--- config.mk ---
export PLATFORM = sky130hd
export DESIGN_NAME = decode_stage
export DESIGN_NICKNAME = d
export VERILOG_FILES = /design/src/rtl/decode_stage.sv
export SDC_FILE = /design/constraint.sdc
export NUM_CORES = 1
export LEC_CHECK = 0
export ABC_AREA = 1
export BUFFER_PORTS_ARGS = -buffer_cell sky130_fd_sc_hd__buf_4
export CAP_MARGIN = 20
export CORE_AREA = 2 2 110 219
export CTS_BUF_LIST = sky130_fd_sc_hd__clkbuf_4
export CTS_CLUSTER_DIAMETER = 30
export DETAILED_ROUTE_END_ITERATION = 10
export DIE_AREA = 0 0 112 221
export PLACE_DENSITY = 0.45
export SLEW_MARGIN = 0
export SYNTH_ARGS = -nofsm -noshare
export SYNTH_HDL_FRONTEND = slang
export SYNTH_SLANG_ARGS = --single-unit
export TNS_END_PERCENT = 5
--- constraint.sdc ---
create_clock -name clk -period 4.2 [get_ports clk]
set_input_delay 0.63 -clock clk [delete_from_list [all_inputs] [get_ports clk]]
set_output_delay 0.63 -clock clk [all_outputs]
set_load 0.01 [all_outputs]
--- src/rtl/decode_stage.sv ---
// RV32I decode stage: decodes the fetched instruction, registers it for execute and
// bubbles load-use hazards. class_o bit order, LSB first: R, I, LOAD, STORE, BRANCH, JAL, JALR, LUI, AUIPC, SYSTEM, FENCE.
module decode_stage #(
    parameter int XLEN           = 32,
    parameter bit LOAD_USE_STALL = 1'b1
) (
    input  logic            clk,
    input  logic            rstn,
    input  logic [31:0]     instr_i,
    input  logic [XLEN-1:0] pc_i,
    input  logic            clk_en_i,
    input  logic            stall_i,
    input  logic            flush_i,
    output logic [4:0]      rs1_addr_o,
    output logic [4:0]      rs2_addr_o,
    output logic [XLEN-1:0] pc_o,
    output logic [4:0]      rd_addr_o,
    output logic [4:0]      rs1_q_o,
    output logic [4:0]      rs2_q_o,
    output logic [2:0]      funct3_o,
    output logic [XLEN-1:0] imm_o,
    output logic [10:0]     class_o,
    output logic [3:0]      alu_op_o,
    output logic            illegal_o,
    output logic            ecall_o,
    output logic            ebreak_o,
    output logic            mret_o,
    output logic            clk_en_o,
    output logic            stall_o
);

    localparam int C_R = 0, C_I = 1, C_LOAD = 2, C_STORE = 3, C_BRANCH = 4, C_JAL = 5;
    localparam int C_JALR = 6, C_LUI = 7, C_AUIPC = 8, C_SYSTEM = 9, C_FENCE = 10;

    localparam logic [6:0] OP_R      = 7'b0110011;
    localparam logic [6:0] OP_IMM    = 7'b0010011;
    localparam logic [6:0] OP_LOAD   = 7'b0000011;
    localparam logic [6:0] OP_STORE  = 7'b0100011;
    localparam logic [6:0] OP_BRANCH = 7'b1100011;
    localparam logic [6:0] OP_JAL    = 7'b1101111;
    localparam logic [6:0] OP_JALR   = 7'b1100111;
    localparam logic [6:0] OP_LUI    = 7'b0110111;
    localparam logic [6:0] OP_AUIPC  = 7'b0010111;
    localparam logic [6:0] OP_SYSTEM = 7'b1110011;
    localparam logic [6:0] OP_FENCE  = 7'b0001111;

    typedef enum logic [3:0] {
        ALU_ADD  = 4'd0,  ALU_SUB = 4'd1,  ALU_SLT = 4'd2,  ALU_SLTU = 4'd3,
        ALU_XOR  = 4'd4,  ALU_OR  = 4'd5,  ALU_AND = 4'd6,  ALU_SLL  = 4'd7,
        ALU_SRL  = 4'd8,  ALU_SRA = 4'd9,  ALU_EQ  = 4'd10, ALU_NE   = 4'd11,
        ALU_LT   = 4'd12, ALU_GE  = 4'd13, ALU_LTU = 4'd14, ALU_GEU  = 4'd15
    } alu_op_e;

    typedef struct packed {
        logic [XLEN-1:0] pc;
        logic [4:0]      rd;
        logic [4:0]      rs1;
        logic [4:0]      rs2;
        logic [2:0]      funct3;
        logic [XLEN-1:0] imm;
        logic [10:0]     cls;
        alu_op_e         alu_op;
        logic            illegal;
        logic            ecall;
        logic            ebreak;
        logic            mret;
    } payload_t;

    logic [6:0] opcode;
    logic [2:0] funct3;
    logic [6:0] funct7;
    logic [XLEN-1:0] imm_i, imm_s, imm_b, imm_u, imm_j;
    alu_op_e  arith_op;
    payload_t dec;
    payload_t payload_d, payload_q;
    logic     clk_en_d, clk_en_q;
    logic     uses_rs1, uses_rs2, hazard, stall_bit;

    assign opcode = instr_i[6:0];
    assign funct3 = instr_i[14:12];
    assign funct7 = instr_i[31:25];

    assign imm_i = {{20{instr_i[31]}}, instr_i[31:20]};
    assign imm_s = {{20{instr_i[31]}}, instr_i[31:25], instr_i[11:7]};
    assign imm_b = {{19{instr_i[31]}}, instr_i[31], instr_i[7], instr_i[30:25], instr_i[11:8], 1'b0};
    assign imm_u = {instr_i[31:12], 12'b0};
    assign imm_j = {{11{instr_i[31]}}, instr_i[31], instr_i[19:12], instr_i[20], instr_i[30:21], 1'b0};

    // Shared R/I arithmetic mapping; SUB is applied only for R-type below.
    always_comb begin
        case (funct3)
            3'b000:  arith_op = ALU_ADD;
            3'b001:  arith_op = ALU_SLL;
            3'b010:  arith_op = ALU_SLT;
            3'b011:  arith_op = ALU_SLTU;
            3'b100:  arith_op = ALU_XOR;
            3'b101:  arith_op = funct7[5] ? ALU_SRA : ALU_SRL;
            3'b110:  arith_op = ALU_OR;
            default: arith_op = ALU_AND;
        endcase
    end

    always_comb begin
        dec         = '0;
        dec.pc      = pc_i;
        dec.rd      = instr_i[11:7];
        dec.rs1     = instr_i[19:15];
        dec.rs2     = instr_i[24:20];
        dec.funct3  = funct3;
        dec.alu_op  = ALU_ADD;
        dec.ecall   = (instr_i == 32'h0000_0073);
        dec.ebreak  = (instr_i == 32'h0010_0073);
        dec.mret    = (instr_i == 32'h3020_0073);
        case (opcode)
            OP_R: begin
                dec.cls[C_R] = 1'b1;
                dec.alu_op   = arith_op;
                if (funct7 == 7'h20) begin
                    if (funct3 == 3'b000)
                        dec.alu_op = ALU_SUB;
                    else if (funct3 != 3'b101)
                        dec.illegal = 1'b1;
                end else if (funct7 != 7'h00) begin
                    dec.illegal = 1'b1;
                end
            end
            OP_IMM: begin
                dec.cls[C_I] = 1'b1;
                dec.imm      = imm_i;
                dec.alu_op   = arith_op;
                if ((funct3 == 3'b001 && funct7 != 7'h00) ||
                    (funct3 == 3'b101 && funct7 != 7'h00 && funct7 != 7'h20))
                    dec.illegal = 1'b1;
            end
            OP_LOAD: begin
                dec.cls[C_LOAD] = 1'b1;
                dec.imm         = imm_i;
                dec.illegal     = (funct3 == 3'b011) || (funct3[2:1] == 2'b11);
            end
            OP_STORE: begin
                dec.cls[C_STORE] = 1'b1;
                dec.imm          = imm_s;
                dec.rd           = 5'd0;
                dec.illegal      = (funct3 > 3'b010);
            end
            OP_BRANCH: begin
                dec.cls[C_BRANCH] = 1'b1;
                dec.imm           = imm_b;
                dec.rd            = 5'd0;
                case (funct3)
                    3'b000:  dec.alu_op = ALU_EQ;
                    3'b001:  dec.alu_op = ALU_NE;
                    3'b100:  dec.alu_op = ALU_LT;
                    3'b101:  dec.alu_op = ALU_GE;
                    3'b110:  dec.alu_op = ALU_LTU;
                    3'b111:  dec.alu_op = ALU_GEU;
                    default: dec.illegal = 1'b1;
                endcase
            end
            OP_JAL: begin
                dec.cls[C_JAL] = 1'b1;
                dec.imm        = imm_j;
            end
            OP_JALR: begin
                dec.cls[C_JALR] = 1'b1;
                dec.imm         = imm_i;
                dec.illegal     = (funct3 != 3'b000);
            end
            OP_LUI: begin
                dec.cls[C_LUI] = 1'b1;
                dec.imm        = imm_u;
            end
            OP_AUIPC: begin
                dec.cls[C_AUIPC] = 1'b1;
                dec.imm          = imm_u;
            end
            OP_SYSTEM: begin
                dec.cls[C_SYSTEM] = 1'b1;
                if (funct3 == 3'b000)
                    dec.illegal = !(dec.ecall || dec.ebreak || dec.mret);
                else
                    dec.imm = imm_i;
            end
            OP_FENCE: begin
                dec.cls[C_FENCE] = 1'b1;
                dec.rd           = 5'd0;
            end
            default: dec.illegal = 1'b1;
        endcase
        if (dec.illegal) begin
            dec.cls    = '0;
            dec.rd     = 5'd0;
            dec.imm    = '0;
            dec.alu_op = ALU_ADD;
        end
    end

    // Illegal instructions decode to an all-zero class, so they never count as a consumer.
    assign uses_rs1 = dec.cls[C_R] | dec.cls[C_I] | dec.cls[C_LOAD] | dec.cls[C_STORE] |
                      dec.cls[C_BRANCH] | dec.cls[C_JALR];
    assign uses_rs2 = dec.cls[C_R] | dec.cls[C_STORE] | dec.cls[C_BRANCH];
    assign hazard   = clk_en_q && payload_q.cls[C_LOAD] && (payload_q.rd != 5'd0) && clk_en_i &&
                      ((uses_rs1 && dec.rs1 == payload_q.rd) || (uses_rs2 && dec.rs2 == payload_q.rd));
    assign stall_o   = LOAD_USE_STALL && hazard;
    assign stall_bit = stall_i || stall_o;

    always_comb begin
        payload_d = payload_q;
        clk_en_d  = clk_en_q;
        if (!stall_bit) begin
            if (flush_i) begin
                clk_en_d = 1'b0;
            end else begin
                clk_en_d  = clk_en_i;
                payload_d = dec;
            end
        end else if (!stall_i) begin
            clk_en_d = 1'b0;
        end
    end

    always_ff @(posedge clk) begin
        if (!rstn) begin
            payload_q <= '0;
            clk_en_q  <= 1'b0;
        end else begin
            payload_q <= payload_d;
            clk_en_q  <= clk_en_d;
        end
    end

    assign rs1_addr_o = instr_i[19:15];
    assign rs2_addr_o = instr_i[24:20];
    assign pc_o       = payload_q.pc;
    assign rd_addr_o  = payload_q.rd;
    assign rs1_q_o    = payload_q.rs1;
    assign rs2_q_o    = payload_q.rs2;
    assign funct3_o   = payload_q.funct3;
    assign imm_o      = payload_q.imm;
    assign class_o    = payload_q.cls;
    assign alu_op_o   = payload_q.alu_op;
    assign illegal_o  = payload_q.illegal;
    assign ecall_o    = payload_q.ecall;
    assign ebreak_o   = payload_q.ebreak;
    assign mret_o     = payload_q.mret;
    assign clk_en_o   = clk_en_q;

endmodule

==> results_dict.tcl <==
set metrics [dict create \
    min_path_type "primary input to flop" \
    wl_per_cell_um 16.99 \
    drt_iter0_markers 358 \
    overflow 0 \
    peakVddDrop_uv 124.2 \
    via_count 5999 \
    p_leak_nw 3.534 \
    rrSetupSlack_ps 1900 \
    vias_per_cell 4.583 \
    synth_nets 960 \
    place_ws_ps 849.0 \
    place_congestion 0.9108 \
    period_needed_ps 3274 \
    cellPowerDensity_mw_per_mm2 284.3 \
    holdCritStartpoint "clk_en_i" \
    drv_cap 0 \
    die_h_um 221 \
    hold_viol 0 \
    worst_path_largest_cell_delay_ps 280 \
    die_w_um 112 \
    fin_ws_ps 926.3 \
    ctsHoldBuffers 0 \
    instances_no_fill 1309 \
    min_to "clk_en_o$_SDFFE_PN0P_" \
    maxSlewHeadroom 0.3889 \
    grt_max_degree 111 \
    placed_cells 1292 \
    final_max_slew_viol_count 0 \
    grtUsageTotal 0.1764 \
    clk_path_buf_depth 2 \
    cts_tree "built" \
    r2r_cells 11 \
    post_synth_num_cell_types 33 \
    worstReg2RegEnd "alu_op_o[1]$_SDFFE_PN0P_" \
    critPathLaunchType "primary input" \
    fin_setup_tns_ps 0 \
    netlist_area_mm2 0.005679 \
    antenna_found_initial 1 \
    synth_area_leader_cell "dfxtp_1" \
    drt-pass1-iter-count 5 \
    ys_warn_count 0 \
    worstHoldPathCells 3 \
    fp.coreArea_mm2 0.02313 \
    avgSynthCellArea_um2 6.410 \
    cts_root_buf "clkbuf_4" \
    die_area_mm2 0.02475 \
    drive_gt1_frac 0.2068 \
    ys_async_sr_fraction 0 \
    grt_pass1_vias 5806 \
    fin_skew_ps 21.41 \
    ys.flop_type "dfxtp_1" \
    fmax_mhz 305.5 \
    fill_cells 2633 \
    crit_chain "buf_4 > nand2_1 > inv_1 > nand2_2 > inv_1 > nand2_1 > nand2_1 > nor2_1 > nand3_1 > nand2_1 > nor2_2 > o311ai_1 > nand2_1 > nand2_4 > inv_1 > buf_4" \
    period_share 0.7795 \
    cts_setup_buffers 0 \
    yosysTopAreaCellShare 0.3596 \
    port_buffers 181 \
    worst_pin_slew_ps 916.6 \
    critPathKind "primary input to output pin" \
    synth_edf_count 0 \
    layout.nets 1094 \
    crit_top_cell "nand2_1" \
    grt_pass1_wl_mm 33.42 \
    ys_seq_area_frac 0.3596 \
    ant_nets 0 \
    cts_max_level 3 \
    clk_latency_ps 540 \
    required_ps 3570 \
    critPathCaptureType "output pin" \
    cts_made_buffers 9 \
    hpwlAfterDp_mm 16.65 \
    drc 0 \
    crit_fanout 26 \
    synth_area_leaders "dfxtp_1 (36%), nand2_1 (14%), nor2_1 (12%), a21oi_1 (8.1%), nand3_1 (5.5%)" \
    ios 182 \
    synth.most_common_cell "nand2_1" \
    clock_sinks 102 \
    cp_slowest_cell "nand2_4" \
    wl_mm 22.24 \
    rsz0062_at_grt "false" \
    cts.clk_slew.worst_paths_ps 190 \
    cts_resized 0 \
    cp_top_family "simple AND/OR/NAND/NOR gates" \
    rr_startpoint "rd_addr_o[0]$_SDFFE_PN0P_" \
    row_count 79 \
    arrival_ps 2640 \
    cp_num_buf_inv 5 \
    status "completed" \
    start_util 0.2455 \
    synth-seq-cells 102 \
    synthCells 886 \
    yosys-top-cells-count "nand2_1 (219), nor2_1 (179), dfxtp_1 (102), a21oi_1 (92), inv_1 (67)" \
    setup_viol 0 \
    syn_to_final_growth_pct 26.86 \
]
==> final cells by class <==
cell class	instances	area, µm²	area share
diodes	1	2.502	0.0003473
clock buffers	9	67.56	0.009378
clock inverters	7	56.30	0.007815
inverters	67	251.5	0.03491
multi-input cells	650	2979	0.4135
flip-flops and latches	102	2042	0.2834
well taps	283	354.1	0.04915
repair buffers	190	1451	0.2015
==> per-stage QoR <==
| step | instance area (µm²) | util | hold slack, ps | total power (W) |
|---|---|---|---|---|
| after floorplan | 5679 | - | 499.5 | 0.001321 |
| after CTS | 7202 | 0.3114 | 295.1 | 0.002097 |
| after detailed placement | 7078 | 0.3060 | 469.1 | 0.001548 |
| final | 7204 | 0.3115 | 360.3 | 0.002049 |
| after global routing | 7204 | 0.3115 | 340.0 | 0.002176 |
| after global placement | 7078 | 0.3060 | 461.9 | 0.001546 |
==> sequential cells by signal (all words and copies together) (netlist names), 3 cells and up <==
register / cells
rs2_q_o: 5
alu_op_o: 4
rs1_q_o: 5
rd_addr_o: 5
imm_o: 32
class_o: 11
pc_o: 32
funct3_o: 3
==> layout by cell type, fill, tap and decap left out, types with 3 or more instances in the layout <==
cell	count
a21oi_1	92
a31oi_1	3
buf_4	188
clkbuf_4	9
dfxtp_1	102
ha_1	5
inv_1	67
nand2_1	218
nand3_1	62
nand3b_1	36
nand4_1	3
nor2_1	178
nor3_1	4
o21ai_0	23
xnor2_1	5
==> cells by family after synthesis <==
logic type	synth area share
simple gates	0.3809
buf+inv	0.1185
compound gates	0.1192
flops	0.3596
xor+xnor	0.01080
fa+ha+maj	0.01102
==> worst min-delay path, stage by stage <==
cell and delay (ps):
buf_4 110, nand3_1 60, a21boi_0 70
==> layer usage <==
layer	share of wire	wire length, µm	vias to the layer above	GRT usage
met5	0	0	-	0
met4	0.033	743	0	0.08379
met3	0.047	1038	35	0.03396
met2	0.55	12220	189	0.3298
met1	0.37	8229	2703	0.1861
li1	-	-	3072	-
==> where the power goes <==
group	internal (W)	switching [W]	total, W
combinational	0.000206	0.000248	0.000454
clock	0.000130	0.000398	0.000528
sequential	0.00103	0.0000376	0.00107
total	0.00136	0.000684	0.00205
==> worst max path at each step <==
stage,startpoint,end,cells past startpoint
3_5_place_dp,instr_i[1],rs1_q_o[0]$_SDFFE_PN0P_,18
2_1_floorplan,instr_i[2],stall_o,13
6_report,instr_i[1],stall_o,16
3_3_place_gp,instr_i[1],rs2_q_o[0]$_SDFFE_PN0P_,18
4_1_cts,instr_i[1],stall_o,16
5_1_grt,instr_i[1],stall_o,16
No activity file was read; power rests on OpenSTA's default activity.
